## src/rtl/green_house_ctrl.sv

```systemverilog
// green_house_ctrl: greenhouse climate (avg temp, heater/vent/lamp/humidifier hysteresis), timed pH dosing and door FSM with fault; sensors in, registered actuator drives out
module green_house_ctrl #(
    parameter int N_TEMP        = 4,
    parameter int W             = 8,
    parameter int TEMP_LO       = 25,
    parameter int TEMP_HI       = 40,
    parameter int TEMP_HYST     = 2,
    parameter int LIGHT_ON      = 200,
    parameter int LIGHT_HYST    = 10,
    parameter int HUM_ON        = 50,
    parameter int HUM_HYST      = 5,
    parameter int PH_LO         = 50,
    parameter int PH_HI         = 60,
    parameter int DOSE_CYCLES   = 4,
    parameter int SETTLE_CYCLES = 16,
    parameter int HOLD_CYCLES   = 100,
    parameter int TRAVEL_CYCLES = 50
) (
    input  logic                  clk,
    input  logic                  rst_n,
    input  logic [N_TEMP*W-1:0]   tempSen,
    input  logic [W-1:0]          phSen,
    input  logic [W-1:0]          lightSen,
    input  logic [W-1:0]          humiditySen,
    input  logic                  doorPIRIn,
    input  logic                  doorPIROut,
    input  logic                  doorOpenMax,
    input  logic                  doorCloseMax,
    output logic [W-1:0]          temp,
    output logic                  heater,
    output logic                  ventilator,
    output logic                  light,
    output logic                  humidityGenerator,
    output logic                  addAlkali,
    output logic                  addAcidic,
    output logic                  doorOpen,
    output logic                  doorClose,
    output logic                  doorFault
);
    localparam int LG = $clog2(N_TEMP);
    localparam int SW = W + LG;
    localparam int PW = $clog2((DOSE_CYCLES > SETTLE_CYCLES ? DOSE_CYCLES : SETTLE_CYCLES) + 1);
    localparam int DW = $clog2((HOLD_CYCLES > TRAVEL_CYCLES ? HOLD_CYCLES : TRAVEL_CYCLES) + 1);
    typedef logic [W:0] cmp_t;
    localparam cmp_t T_LO_SET = cmp_t'(TEMP_LO);
    localparam cmp_t T_LO_CLR = cmp_t'(TEMP_LO + TEMP_HYST);
    localparam cmp_t T_HI_SET = cmp_t'(TEMP_HI);
    localparam cmp_t T_HI_CLR = cmp_t'(TEMP_HI - TEMP_HYST);
    localparam cmp_t L_SET    = cmp_t'(LIGHT_ON);
    localparam cmp_t L_CLR    = cmp_t'(LIGHT_ON + LIGHT_HYST);
    localparam cmp_t H_SET    = cmp_t'(HUM_ON);
    localparam cmp_t H_CLR    = cmp_t'(HUM_ON + HUM_HYST);
    localparam cmp_t P_LO     = cmp_t'(PH_LO);
    localparam cmp_t P_HI     = cmp_t'(PH_HI);
    localparam logic [PW-1:0] DOSE_M1   = PW'(DOSE_CYCLES - 1);
    localparam logic [PW-1:0] SETTLE_M1 = PW'(SETTLE_CYCLES - 1);
    localparam logic [DW-1:0] HOLD_N    = DW'(HOLD_CYCLES);
    localparam logic [DW-1:0] TRAV_M1   = DW'(TRAVEL_CYCLES - 1);

    typedef enum logic [1:0] {P_IDLE, P_DOSE, P_SETTLE} p_state_t;
    typedef enum logic [2:0] {D_CLOSED, D_OPENING, D_HOLD, D_CLOSING, D_FAULT} d_state_t;

    logic [SW-1:0] sum_d, sum_q;
    logic [W-1:0]  ph1_d, ph1_q, light1_d, light1_q, hum1_d, hum1_q, ph2_d, ph2_q, temp_d, temp_q;
    logic          heater_d, heater_q, vent_d, vent_q, lamp_d, lamp_q, hum_d, hum_q;
    p_state_t      p_state_d, p_state_q;
    logic [PW-1:0] p_cnt_d, p_cnt_q;
    logic          alk_d, alk_q, acid_d, acid_q, ph_low, ph_high, p_eval;
    d_state_t      d_state_d, d_state_q;
    logic [DW-1:0] trav_d, trav_q, hold_d, hold_q;
    logic          open_d, open_q, close_d, close_q, fault_d, fault_q, pir;

    always_comb begin
        sum_d = '0;
        for (int i = 0; i < N_TEMP; i++) sum_d = sum_d + SW'(tempSen[i*W +: W]);
        ph1_d    = phSen;
        light1_d = lightSen;
        hum1_d   = humiditySen;
    end

    always_comb begin
        temp_d   = sum_q[SW-1:LG];
        heater_d = ({1'b0, temp_d} < T_LO_SET) ? 1'b1 : ({1'b0, temp_d} >= T_LO_CLR) ? 1'b0 : heater_q;
        vent_d   = ({1'b0, temp_d} > T_HI_SET) ? 1'b1 : ({1'b0, temp_d} <= T_HI_CLR) ? 1'b0 : vent_q;
        lamp_d   = ({1'b0, light1_q} < L_SET) ? 1'b1 : ({1'b0, light1_q} >= L_CLR) ? 1'b0 : lamp_q;
        hum_d    = ({1'b0, hum1_q} < H_SET) ? 1'b1 : ({1'b0, hum1_q} >= H_CLR) ? 1'b0 : hum_q;
        ph2_d    = ph1_q;
    end

    // The last settle cycle evaluates the band directly so a persistent
    // excursion re-doses with exactly SETTLE_CYCLES low cycles in between.
    always_comb begin
        p_state_d = p_state_q;
        alk_d     = alk_q;
        acid_d    = acid_q;
        p_cnt_d   = (p_cnt_q == '0) ? '0 : p_cnt_q - 1'b1;
        ph_low    = {1'b0, ph2_q} < P_LO;
        ph_high   = {1'b0, ph2_q} > P_HI;
        p_eval    = (p_state_q == P_IDLE) || (p_state_q == P_SETTLE && p_cnt_q == '0);
        if (p_eval) begin
            p_state_d = (ph_low || ph_high) ? P_DOSE : P_IDLE;
            p_cnt_d   = DOSE_M1;
            alk_d     = ph_low;
            acid_d    = ph_high;
        end else if (p_state_q == P_DOSE && p_cnt_q == '0) begin
            p_state_d = P_SETTLE;
            p_cnt_d   = SETTLE_M1;
            alk_d     = 1'b0;
            acid_d    = 1'b0;
        end
    end

    always_comb begin
        pir       = doorPIRIn | doorPIROut;
        d_state_d = d_state_q;
        trav_d    = (trav_q == '0) ? '0 : trav_q - 1'b1;
        hold_d    = (hold_q == '0) ? '0 : hold_q - 1'b1;
        case (d_state_q)
            D_CLOSED: if (pir) begin
                d_state_d = D_OPENING;
                trav_d    = TRAV_M1;
            end
            D_OPENING: if (doorOpenMax) begin
                d_state_d = D_HOLD;
                hold_d    = HOLD_N;
            end else if (trav_q == '0) d_state_d = D_FAULT;
            D_HOLD: if (pir) hold_d = HOLD_N;
            else if (hold_q == '0) begin
                d_state_d = D_CLOSING;
                trav_d    = TRAV_M1;
            end
            D_CLOSING: if (pir) begin
                d_state_d = D_OPENING;
                trav_d    = TRAV_M1;
            end else if (doorCloseMax) d_state_d = D_CLOSED;
            else if (trav_q == '0) d_state_d = D_FAULT;
            D_FAULT: if (doorCloseMax && !doorOpenMax) d_state_d = D_CLOSED;
            default: d_state_d = D_FAULT;
        endcase
        if (doorOpenMax && doorCloseMax) d_state_d = D_FAULT;
        open_d  = d_state_d == D_OPENING;
        close_d = d_state_d == D_CLOSING;
        fault_d = fault_q | (d_state_d == D_FAULT);
    end

    always_ff @(posedge clk or negedge rst_n)
        if (!rst_n) begin
            sum_q     <= '0;
            ph1_q     <= '0;
            light1_q  <= '0;
            hum1_q    <= '0;
            ph2_q     <= '0;
            temp_q    <= '0;
            heater_q  <= 1'b0;
            vent_q    <= 1'b0;
            lamp_q    <= 1'b0;
            hum_q     <= 1'b0;
            p_state_q <= P_IDLE;
            p_cnt_q   <= '0;
            alk_q     <= 1'b0;
            acid_q    <= 1'b0;
            d_state_q <= D_CLOSED;
            trav_q    <= '0;
            hold_q    <= '0;
            open_q    <= 1'b0;
            close_q   <= 1'b0;
            fault_q   <= 1'b0;
        end else begin
            sum_q     <= sum_d;
            ph1_q     <= ph1_d;
            light1_q  <= light1_d;
            hum1_q    <= hum1_d;
            ph2_q     <= ph2_d;
            temp_q    <= temp_d;
            heater_q  <= heater_d;
            vent_q    <= vent_d;
            lamp_q    <= lamp_d;
            hum_q     <= hum_d;
            p_state_q <= p_state_d;
            p_cnt_q   <= p_cnt_d;
            alk_q     <= alk_d;
            acid_q    <= acid_d;
            d_state_q <= d_state_d;
            trav_q    <= trav_d;
            hold_q    <= hold_d;
            open_q    <= open_d;
            close_q   <= close_d;
            fault_q   <= fault_d;
        end

    assign temp              = temp_q;
    assign heater            = heater_q;
    assign ventilator        = vent_q;
    assign light             = lamp_q;
    assign humidityGenerator = hum_q;
    assign addAlkali         = alk_q;
    assign addAcidic         = acid_q;
    assign doorOpen          = open_q;
    assign doorClose         = close_q;
    assign doorFault         = fault_q;
endmodule

```

## config.mk

```make
export PLATFORM = sky130hd
export DESIGN_NAME = green_house_ctrl
export DESIGN_NICKNAME = d
export VERILOG_FILES = /design/src/rtl/green_house_ctrl.sv
export SDC_FILE = /design/constraint.sdc
export NUM_CORES = 1
export LEC_CHECK = 0
export ABC_AREA = 1
export CAP_MARGIN = 20
export CORE_UTILIZATION = 50
export DETAILED_ROUTE_END_ITERATION = 7
export PLACE_DENSITY = 0.9
export SYNTH_ARGS = -nofsm -noshare
export SYNTH_HDL_FRONTEND = slang
export SYNTH_SLANG_ARGS = --single-unit
```

## constraint.sdc

```tcl
create_clock -name clk -period 1.61 [get_ports clk]
set_input_delay 0.322 -clock clk [delete_from_list [all_inputs] [get_ports clk]]
set_output_delay 0.322 -clock clk [all_outputs]
set_load 0.05 [all_outputs]
```

==> summary by stage, run 1 <==
Synth
Counting flops with an async set or reset pin after synthesis yields a share of 100%. Yosys printed 0 warnings. The most common cell in the synthesized netlist is sky130_fd_sc_hd__dfrtp_1. The proportion of netlist area held by the largest area contributor is 54.1%. Ranked by instance count, the synthesized netlist is headed by sky130_fd_sc_hd__dfrtp_1 (80), sky130_fd_sc_hd__inv_1 (76), sky130_fd_sc_hd__nand2_1 (55). In this run, distinct cell masters in the synthesized netlist total 35. The synthesized design spends more area on one cell type than any other, namely sky130_fd_sc_hd__dfrtp_1. Yosys mapped a number of flops with a built-in enable equal to 0.

In this run the mean area of a mapped cell was 10.1 sq um. Counting every instance in the synthesized netlist gives 368. The flip-flop and latch count after synthesis is 80. The share of the yosys chip area belonging to registers is 54.1%.

The post-synthesis instance area is 0.00370 sq mm. The most used flip-flop cell after synthesis is sky130_fd_sc_hd__dfrtp_1. The net count of the mapped netlist is 456. By area the synthesized netlist is led by sky130_fd_sc_hd__dfrtp_1 (54%), sky130_fd_sc_hd__fa_1 (8.7%), sky130_fd_sc_hd__inv_1 (7.7%).

Pwr
Power spread over the standard cell area amounts to 1560 mW/mm^2. The part of the power in combinational logic is 45.4%. The share of power burned in registers is 37.1%.

The overall power of the completed layout is 7.90 mW. The internal power of the cells totals 4.76 mW. In this run switching power makes up 39.7% of total power. IR analysis of the VDD net gives a maximum drop of 0.593 mV. The fraction of power consumed by the clock network is 17.5%. The switching power is 3.14 mW. The leakage power figure is 2.56 nW.

Timing
Setup repair after global routing could not meet its margin everywhere. Setup violations remaining at the end of the flow were counted as 8. The hold violation total from the final report is 0. After layout, the worst path uses 138% of the clock period. The upper clock frequency limit is 449 MHz.

The slack of the critical path is -0.616 ns. The clock skew after layout is 0.0105 ns. The max-slew violation count is 0. The minimum period implied by the final worst setup slack is 2.23 ns. The tightest slew margin relative to the limit is 74.0%. At the pin with the least slew margin, the transition time is 0.390 ns.

Drt
The first detailed-routing pass ran for 4 iterations. The total via count in the routed design is 2788. After detailed routing, the number of remaining DRC violations is 0. The remaining antenna violation count is 0. The number of vias per cell after detailed routing is 4.84.

The starting DRC count in detailed routing is 120. After detailed routing, the average wire length per cell comes to 13.1 microns. The total wirelength of the detailed-routed design is 7.53 mm.

Critical path
The number of cells on the worst reg-to-reg path is 9. On the worst path, the slowest cell contributes a delay of 0.56 ns. STA classifies the critical path startpoint as an input port. For the worst setup path, the data required time is 1.88 ns.

The worst-path maximum fanout is 3. STA classifies the critical path endpoint as a register. The critical path goes through buf_6 -> inv_2 -> fa_1 -> fa_1 -> inv_2 -> ha_4 -> buf_4 -> nand4_1 -> o211ai_1 -> nand2_1 -> nand2_1. The setup path with the least slack is of type input port to register. The cell with the largest stage delay on the worst path is sky130_fd_sc_hd__fa_1. The arrival time reported for the critical path endpoint is 2.50 ns.

Cells and area
The register cell area after layout is 0.00200 sq mm. The number of filler cells placed in the layout is 484. The number of nets in the layout is 564. The layout overhead on the synthesized area is 37.2%. The number of antenna diodes in the final layout is 0. The final cell count without fillers is 576.

Of the cells placed in the final design, the portion with a size suffix greater than 1 is 30.4%. The multi-input combinational cells in the finished layout cover a total of 0.00159 sq mm.

Run status
The checks that failed: setup timing. The run finished, with violations left.

Floorplan
The starting density of the core is 53.0%. The I/O pin count is 79. Row generation in the floorplan step produced 30 rows. The core region is 0.00698 sq mm. The height of the die is 88.0 microns.

The floorplan step defined a die boundary enclosing 0.00774 sq mm. Measured along the x axis, the die boundary spans 88.0 microns.

GRT
The number of antenna violations at the first check in global routing is 0. The number of global-route vias before repair is 2843. The first global-routing pass estimated 12.3 mm of wire.

Entering global routing, the biggest net connects 39 pins. Across every metal layer, demand over resource in global routing totals 21.4%. The remaining global-route overflow is 0.

Worst hold path
The worst hold path depth is 0. The min-delay analysis places its worst path in the category register to register.

Clocking
Buffers inserted during clock tree synthesis total 9. For the worst-skew pair, the clock arrives at the later sink with an insertion delay of 0.34 ns. The clock drives 80 sinks. The post-CTS clock slew at the launch and capture registers of the worst setup and hold paths is 0.07 ns.

The cell sitting at the root of the clock tree is a sky130_fd_sc_hd__clkbuf_8. The H-tree was split into 3 levels. The CTS tree is built. The maximum number of buffers from clock root to sink is 2.

Place
The total of buffers placed on input and output ports is 77. The global placer's final weighted congestion is 0.828. Detailed placement finished with a half-perimeter wire length of 5.60 mm. Counting tap cells, the placed design contains a total of 554 instances.

Run
Across the run, the number of max-cap violations was 0.
==> power by group through the flow <==
| stage | clock network (mW) | registers [mW] | logic (mW) |
|---|---|---|---|
| 6_report | 1.38 | 2.93 | 3.59 |
| 5_1_grt | 1.51 | 2.99 | 3.93 |
| 4_1_cts | 1.42 | 2.93 | 3.40 |
| 3_5_place_dp | 0 | 2.97 | 3.20 |
| 3_3_place_gp | 0 | 2.94 | 3.06 |
| 2_1_floorplan | 0 | 3.42 | 1.71 |
==> logic make-up (layout without fill, tap and decap cells) <==
logic type                 count (synthesis)  in the layout  share of synthesized area, %
buffers and inverters                     79            191                          8.02
DFF                                       80             80                          54.1
AOI/OAI and AO/OA                         35             35                          5.72
and+or+nand+nor                          137            137                          17.5
xor gates and xnor gates                  11             11                          2.60
adders and majority gates                 26             26                          12.0
==> layout make-up <==
| type | count | area share (%) |
|---|---|---|
| Sequential cell | 80 | 39.4 |
| Clock buffer | 10 | 2.51 |
| Multi-Input combinational cell | 209 | 31.3 |
| Clock inverter | 5 | 1.13 |
| Tap cell | 96 | 2.37 |
| Timing Repair Buffer | 97 | 17.0 |
| Inverter | 79 | 6.24 |
==> stage by stage <==
step | utilization [%] | TNS, ns | setup WS [ns] | cell area [sq um] | hold slack, ns
global placement | 68.2 | -9.51 | -1.24 | 4760 | 0.270
finish | 72.7 | -3.77 | -0.616 | 5070 | 0.353
global route | 72.7 | -4.31 | -0.665 | 5070 | 0.362
floorplan | - | -4.42 | -0.624 | 3800 | 0.0264
detailed placement | 68.2 | -10.13 | -1.34 | 4760 | 0.270
CTS | 71.7 | -3.31 | -0.503 | 5010 | 0.353
==> layer usage <==
metal  vias up  track usage, %  wire (microns)
met5         -               0               0
met4         0            9.99             206
met3        15            4.71             272
met2        74            39.7            4180
met1      1353            23.1            2870
li1       1346               -               -
==> critical path: cells and delay by family <==
family / cells / cell delay (ns)
buffers and inverters: 4 / 0.30
adder cells (fa/ha/maj): 3 / 1.36
AO/OA/AOI/OAI: 1 / 0.16
AND/OR/NAND/NOR: 3 / 0.34
==> placed cells by master (no fill, tap or decap), types with 11 or more instances in the layout <==
master	instances
sky130_fd_sc_hd__fa_1	13
sky130_fd_sc_hd__clkdlybuf4s50_1	35
sky130_fd_sc_hd__nand2_2	11
sky130_fd_sc_hd__nor2_1	30
sky130_fd_sc_hd__nand2_1	48
sky130_fd_sc_hd__inv_2	24
sky130_fd_sc_hd__dfrtp_1	80
sky130_fd_sc_hd__inv_1	51
sky130_fd_sc_hd__buf_4	34
sky130_fd_sc_hd__nand3_1	12
==> flip-flops by register name (all words and copies together) (netlist names), 2 cells and up <==
signal	flops
d_state_q	3
hold_q	7
hum1_q	8
light1_q	7
p_cnt_q	5
p_state_q	2
ph1_q	8
ph2_q	8
sum_q	8
temp	8
trav_q	7
==> timing repair <==
action | 4_1_cts | 5_1_grt
resized for setup | 89 | 38
endpoints found under the hold margin | 28 | 0
pin swaps | 40 | 25
hold buffers | 1 | 0
buffers inserted | 1 | 5
endpoints found under the setup margin | 8 | 11
==> path summary, 6_finish.rpt <==
kind | start | endpoint | slack (ns)
max in group asynchronous | rst_n | d_state_q[2] | 0.63
hold / removal | ph1_q[7] | ph2_q[7] | 0.35
setup reg to reg | hold_q[0] | trav_q[1] | 0.11
min in group asynchronous | rst_n | trav_q[4] | 0.45
setup / recovery | tempSen[3] | sum_q[7] | -0.62
hold reg to reg | ph1_q[7] | ph2_q[7] | 0.35
No activity file was read; power rests on OpenSTA's default activity.
==> inputs of run 2 (changes only) <==
--- a/config.mk
+++ b/config.mk
@@ -13,3 +13,4 @@
 export SYNTH_ARGS = -nofsm -noshare
 export SYNTH_HDL_FRONTEND = slang
 export SYNTH_SLANG_ARGS = --single-unit
+export TNS_END_PERCENT = 100
==> results of run 2 <==
Same layout as run 1: the final DEF is identical, and so are final timing and power.
